<file path="config.mk">
export PLATFORM = sky130hd
export DESIGN_NAME = fifo_sync_ctrl
export DESIGN_NICKNAME = d
export VERILOG_FILES = /design/src/rtl/fifo_sync_ctrl.sv
export SDC_FILE = /design/constraint.sdc
export NUM_CORES = 1
export LEC_CHECK = 0
export CAP_MARGIN = 15
export CORE_MARGIN = 5
export CORE_UTILIZATION = 41
export CTS_CLUSTER_DIAMETER = 30
export DETAILED_ROUTE_END_ITERATION = 8
export PLACE_DENSITY = 0.72
export SYNTH_ARGS = -nofsm -noshare
export SYNTH_HDL_FRONTEND = slang
export SYNTH_SLANG_ARGS = --single-unit
</file>
<file path="constraint.sdc">
create_clock -name clk -period 1.8 [get_ports clk]
set_input_delay 0.27 -clock clk [delete_from_list [all_inputs] [get_ports clk]]
set_output_delay 0.27 -clock clk [all_outputs]
set_load 0.01 [all_outputs]
</file>
<file path="src/rtl/fifo_sync_ctrl.sv">
// rtl/fifo_sync_ctrl.sv - single-clock FIFO controller sequencing a dual-port SRAM
// Extra-MSB binary pointers distinguish full from empty; all status decodes from registered pointers.
module fifo_sync_ctrl #(
    parameter int A_LENGTH  = 4,
    parameter int AF_THRESH = 14,
    parameter int AE_THRESH = 2
) (
    input  logic                clk,
    input  logic                rst_n,
    input  logic                wr_req,
    input  logic                rd_req,
    input  logic                flush,
    output logic                wr_en_out,
    output logic                rd_en_out,
    output logic [A_LENGTH-1:0] b_wr_ptr,
    output logic [A_LENGTH-1:0] b_rd_ptr,
    output logic                rd_valid,
    output logic                full,
    output logic                empty,
    output logic                almost_full,
    output logic                almost_empty,
    output logic [A_LENGTH:0]   fifo_count,
    output logic                overflow,
    output logic                underflow
);

    localparam int PW = A_LENGTH + 1;
    localparam logic [A_LENGTH:0] AF_LVL = PW'(AF_THRESH);
    localparam logic [A_LENGTH:0] AE_LVL = PW'(AE_THRESH);

    logic [A_LENGTH:0] wr_ptr_q, wr_ptr_d;
    logic [A_LENGTH:0] rd_ptr_q, rd_ptr_d;
    logic              rd_valid_q, rd_valid_d;
    logic              overflow_q, overflow_d;
    logic              underflow_q, underflow_d;

    always_comb begin
        full         = (wr_ptr_q[A_LENGTH] != rd_ptr_q[A_LENGTH]) &&
                       (wr_ptr_q[A_LENGTH-1:0] == rd_ptr_q[A_LENGTH-1:0]);
        empty        = (wr_ptr_q == rd_ptr_q);
        fifo_count   = wr_ptr_q - rd_ptr_q;
        almost_full  = (fifo_count >= AF_LVL);
        almost_empty = (fifo_count <= AE_LVL);
        b_wr_ptr     = wr_ptr_q[A_LENGTH-1:0];
        b_rd_ptr     = rd_ptr_q[A_LENGTH-1:0];
        wr_en_out    = wr_req & ~full & ~flush;
        rd_en_out    = rd_req & ~empty & ~flush;
    end

    // Flush wins over everything: pointers clear and the flush cycle's requests never raise errors.
    always_comb begin
        wr_ptr_d    = wr_ptr_q;
        rd_ptr_d    = rd_ptr_q;
        rd_valid_d  = rd_en_out;
        overflow_d  = wr_req & full & ~flush;
        underflow_d = rd_req & empty & ~flush;
        if (flush) begin
            wr_ptr_d   = '0;
            rd_ptr_d   = '0;
            rd_valid_d = 1'b0;
        end else begin
            if (wr_en_out) wr_ptr_d = wr_ptr_q + PW'(1);
            if (rd_en_out) rd_ptr_d = rd_ptr_q + PW'(1);
        end
    end

    always_ff @(posedge clk or negedge rst_n) begin
        if (!rst_n) begin
            wr_ptr_q    <= '0;
            rd_ptr_q    <= '0;
            rd_valid_q  <= 1'b0;
            overflow_q  <= 1'b0;
            underflow_q <= 1'b0;
        end else begin
            wr_ptr_q    <= wr_ptr_d;
            rd_ptr_q    <= rd_ptr_d;
            rd_valid_q  <= rd_valid_d;
            overflow_q  <= overflow_d;
            underflow_q <= underflow_d;
        end
    end

    assign rd_valid  = rd_valid_q;
    assign overflow  = overflow_q;
    assign underflow = underflow_q;

endmodule

</file>
# --- Word level (Yosys, flattened, before mapping) ---
# Cells that the tools add are included.
# Widths: inputs -> output; s select.
word_totals:
  inputBits: 5
  output_inout_bits: 22
  rom_bits: 0
  reg_bits: 13
  latch_bits: 0
  wordCells: 32
  ramBits: 0
  memories: 0
classes:
  n_eq_ne: 3
  bitwise_logic: 11
  n_addsub: 3
  multipliers: 0
  reduce_logical: 3
  muxes: 5
  n_shift: 0
  div: 0
  n_lt_le_gt_ge: 2
op_table:
  columns: ["op", "count"]
  rows:
  - ["$mux 5", 4]
  - ["$add 5x1->5 const B", 2]
  - ["$and 1x1->1", 8]
  - ["$eq 5x5->1", 1]
  - ["$ge 5x4->1 const B", 1]
  - ["$le 5x2->1 const B", 1]
  - ["$sub 5x5->5", 1]
  - ["$eq 4x4->1", 1]
  - ["$reduce_bool 2->1", 2]
  - ["$not 1->1", 3]
  - ["$logic_and 1x1->1", 1]
  - ["$mux 1", 1]
  - ["$ne 1x1->1", 1]

# --- Longest topological paths before layout ---
logic_depth:
  depth_word: 7
  ltp_mapped: 8

# --- Worst setup path before layout ---
# Ideal clock, no wire load.
synth_timing:
  path_kind: "reg-to-output"
  start: "reg wr_ptr_q[0]"
  end: "out almost_empty"
  slack_ns: -0.560
  path_stages_with_launch: 9
  arrival_time_ns: 2.090
  path_buffers: 0
  required_time_ns: 1.530
  path_cell_list: "dfrtp_1 > inv_1 > ha_1 > inv_1 > fa_1 > a21o_1 > a21oi_1 > xnor2_1 > a2111oi_1"
synth_via:
  elab_chain_cells: 2
synth_rtl:
  columns: ["item", "line", "source"]
  rows:
  - ["start, declared", "31", "logic [A_LENGTH:0] wr_ptr_q, wr_ptr_d;"]
  - ["start signal, assigned", "75", "wr_ptr_q <= wr_ptr_d;"]
  - ["$sub 5x5->5", "41", "fifo_count = wr_ptr_q - rd_ptr_q;"]
  - ["named net fifo_count[4]", "22", "output logic [A_LENGTH:0] fifo_count,"]
  - ["$le 5x2->1", "43", "almost_empty = (fifo_count <= AE_LVL);"]
  - ["end, declared", "21", "output logic almost_empty,"]
# The timed path passes the listed nets, and every way through them passes these cells.

# --- Worst setup path in the final report ---
layout_timing:
  start: "reg wr_ptr_q[0]"
  end: "out almost_empty"
layout_via:
  elab_chain_cells: 2
layout_rtl:
  columns: ["item", "line"]
  rows:
  - ["$sub 5x5->5", "41"]
  - ["$le 5x2->1", "43"]
# No other way between the ends.

==> flow_summary.json <==
{
  "status": "finished, violations left",
  "violations": "negative setup slack",
  "synth_cell_types": 29,
  "hold_violations": 0,
  "antenna_found_initial": 0,
  "fin_skew_ps": 3.62,
  "end_kind": "primary output",
  "antenna_cells": 0,
  "num_rows": 16,
  "clk_latency_ps": 260,
  "slew_violations": 0,
  "post-synth-top-count-cell": "dfrtp_1",
  "fillers": 140,
  "avgRoutedWirePerCell_um": 14.2,
  "ant_nets": 0,
  "netSwitchingPower_uw": 447,
  "area_growth_pct": 70.4,
  "cpMaxStageDelayCell": "dfrtp_1",
  "start_util": 0.433,
  "drive_above_1_share": 0.418,
  "slew_headroom": 0.585,
  "path_cells": "inv_2 -> ha_4 -> inv_2 -> fa_2 -> a21o_1 -> a21oi_2 -> xnor2_2 -> buf_4 -> a2111oi_4 -> buf_2",
  "synth_cells": 86,
  "syn_area_per_cell_um2": 9.98,
  "drv_cap": 0,
  "synth-edff-count": 0,
  "fmax_ghz": 0.404,
  "root_buffer": "clkbuf_4",
  "clk_pin_slew_ps": 80,
  "cp_common_cell": "inv_2",
  "finalWorstSetupSlack_ps": -677,
  "peakVddDrop_mv": 0.769,
  "p_leak_nw": 0.703,
  "finalSetupViolations": 13,
  "worstPathMaxFanout": 2,
  "yosys_register_bits": 13,
  "numClockSinks": 13,
  "routabilityCongestion": 0.722,
  "placed_cell_area_um2": 1350,
  "ys_async_sr_fraction": 1.00,
  "grt.total_usage": 0.160,
  "cts_tree": "yes",
  "syn_nets": 98,
  "die_w_um": 55.8,
  "rsz0062_at_grt": "true",
  "cp_data_required_time_ps": 1530,
  "numCtsBuffers": 3,
  "p_clk_frac": 0.141,
  "gr-total-overflow": 0,
  "nets": 154,
  "hp-class": "primary input to async pin",
  "holdWs_ps": 385,
  "critPathArrivalTime_ps": 2210,
  "drt_iter0_markers": 9,
  "cts_max_level": 1,
  "synth_common_cells": "13 x dfrtp_1, 12 x nor2_1, 8 x buf_4",
  "intPower_uw": 821,
  "startpoint_type": "flip-flop",
  "portBuffers": 26,
  "routed_via_density": 4.77,
  "first_pass_iters": 4,
  "pwr_density_cell_nw_per_um2": 867,
  "ys.flop_type": "dfrtp_1",
  "combPwrFrac": 0.601,
  "grt_max_degree": 14,
  "period_minus_slack_ps": 2480,
  "timing.final.crit_share": 1.38,
  "vias": 802,
  "netSwitchingFraction": 0.352,
  "tightest_slew_ps": 621,
  "crit_type": "flip-flop to primary output",
  "wl_mm": 2.38,
  "dpl_worst_slack_ps": -671,
  "grt_pass1_vias": 855,
  "final_util": 0.738,
  "max_stage_delay_ps": 400,
  "synth-warning-count": 0,
  "clk_path_buf_depth": 2,
  "num_io_pins": 27,
  "power_frac_seq": 0.258,
  "synth_area_leader_cell": "dfrtp_1",
  "core_um2": 1980,
  "synth_top_area_frac": 0.379,
  "dieArea_um2": 3110,
  "dp_hpwl_mm": 1.88,
  "route.detailed.drc": 0,
  "ys_top_cells_by_area": "dfrtp_1 38%, ha_1 8.7%, buf_4 7.0%",
  "synth.cell_area_um2": 858,
  "die_h_um": 55.8,
  "final_area_um2": 1460,
  "grt_pass1_wl_mm": 4.03,
  "synth-seq-area-share": 0.379,
  "hold_buffers": 0
}
[flip-flops by register name (all words and copies together) (netlist names)]
register / count
overflow: 1
rd_valid: 1
wr_ptr_q: 5
underflow: 1
rd_ptr_q: 5
[logic make-up (layout without fill, tap and decap cells)]
| logic type | count (synthesis) | count (layout) | share of synthesized area |
|---|---|---|---|
| xor gates and xnor gates | 11 | 11 | 0.130 |
| and+or+nand+nor | 23 | 23 | 0.143 |
| muxes | 2 | 2 | 0.0233 |
| AOI/OAI and AO/OA | 15 | 15 | 0.114 |
| adders and majority gates | 7 | 7 | 0.111 |
| DFF | 13 | 13 | 0.379 |
| buffers and inverters | 15 | 70 | 0.101 |
[per-layer routing]
layer	share of wire	vias to the layer above	routed length, um	track usage
met2	0.53	22	1260	0.282
met3	0.039	4	93	0.0302
met1	0.42	380	995	0.197
met4	0.014	0	34	0.0486
li1	-	396	-	-
met5	0	-	0	0
[critical path: cells and delay by family, from the launching register on]
kind,cells,cell delay (ps)
compound gates,3,520
flops,1,400
xor+xnor,1,90
buf+inv,4,470
fa+ha+maj,2,470
[through the flow]
step,total power [mW],std cells,TNS (ps)
global placement,1.02,159,-3870
CTS,1.26,166,-4060
floorplan,0.681,86,-300
detailed placement,1.04,159,-4420
finish,1.27,168,-3620
global route,1.35,168,-5390
[area by class of cell]
cell class	count	area, um^2	area share
inverter	6	22.5	0.0154
clock buffer	4	26.3	0.0180
timing repair buffer	60	510	0.349
sequential	13	325	0.222
multi-input combinational	58	544	0.372
tap	27	33.8	0.0231
[power by group through the flow]
stage	clock (mW)	sequential, mW	combinational (mW)
floorplan	0	0.342	0.339
global placement	0	0.332	0.691
detailed placement	0	0.333	0.711
CTS	0.184	0.327	0.746
global route	0.201	0.330	0.821
finish	0.179	0.327	0.762
[placed cells by master (no fill, tap or decap), drive strengths merged, types with 2 or more instances in the layout]
master / Yosys / final
dlygate4sd2: 0 / 3
a21oi: 4 / 4
clkbuf: 1 / 4
mux2i: 2 / 2
o211ai: 3 / 3
or3: 2 / 2
ha: 6 / 6
dfrtp: 13 / 13
o21ai: 5 / 5
xnor2: 4 / 4
inv: 6 / 6
clkdlybuf4s50: 0 / 16
nand2: 2 / 2
buf: 8 / 40
nor2: 12 / 12
xor2: 7 / 7
[what timing repair did]
action	4_1_cts	5_1_grt
gates resized for setup	34	6
endpoints found under the setup margin	16	20
pin swaps	3	3
buffers inserted	5	4
[path summary, 6_finish.rpt]
| check | startpoint | to | slack [ps] | depth (start not counted) |
|---|---|---|---|---|
| worst max-delay path | wr_ptr_q[0]$_DFFE_PN0P_ | almost_empty | -680 | 10 |
| worst min-delay path | rst_n | underflow$_DFF_PN0_ | 390 | 1 |
| worst max register to register | rd_ptr_q[2]$_DFFE_PN0P_ | wr_ptr_q[4]$_DFFE_PN0P_ | -90 | 8 |
| worst min register to register | rd_ptr_q[3]$_DFFE_PN0P_ | rd_ptr_q[3]$_DFFE_PN0P_ | 670 | 3 |
| max in group asynchronous | rst_n | wr_ptr_q[0]$_DFFE_PN0P_ | 1010 | 1 |
| min in group clk | rd_req | rd_valid$_DFF_PN0_ | 600 | 3 |
No activity file was read; power rests on OpenSTA's default activity.
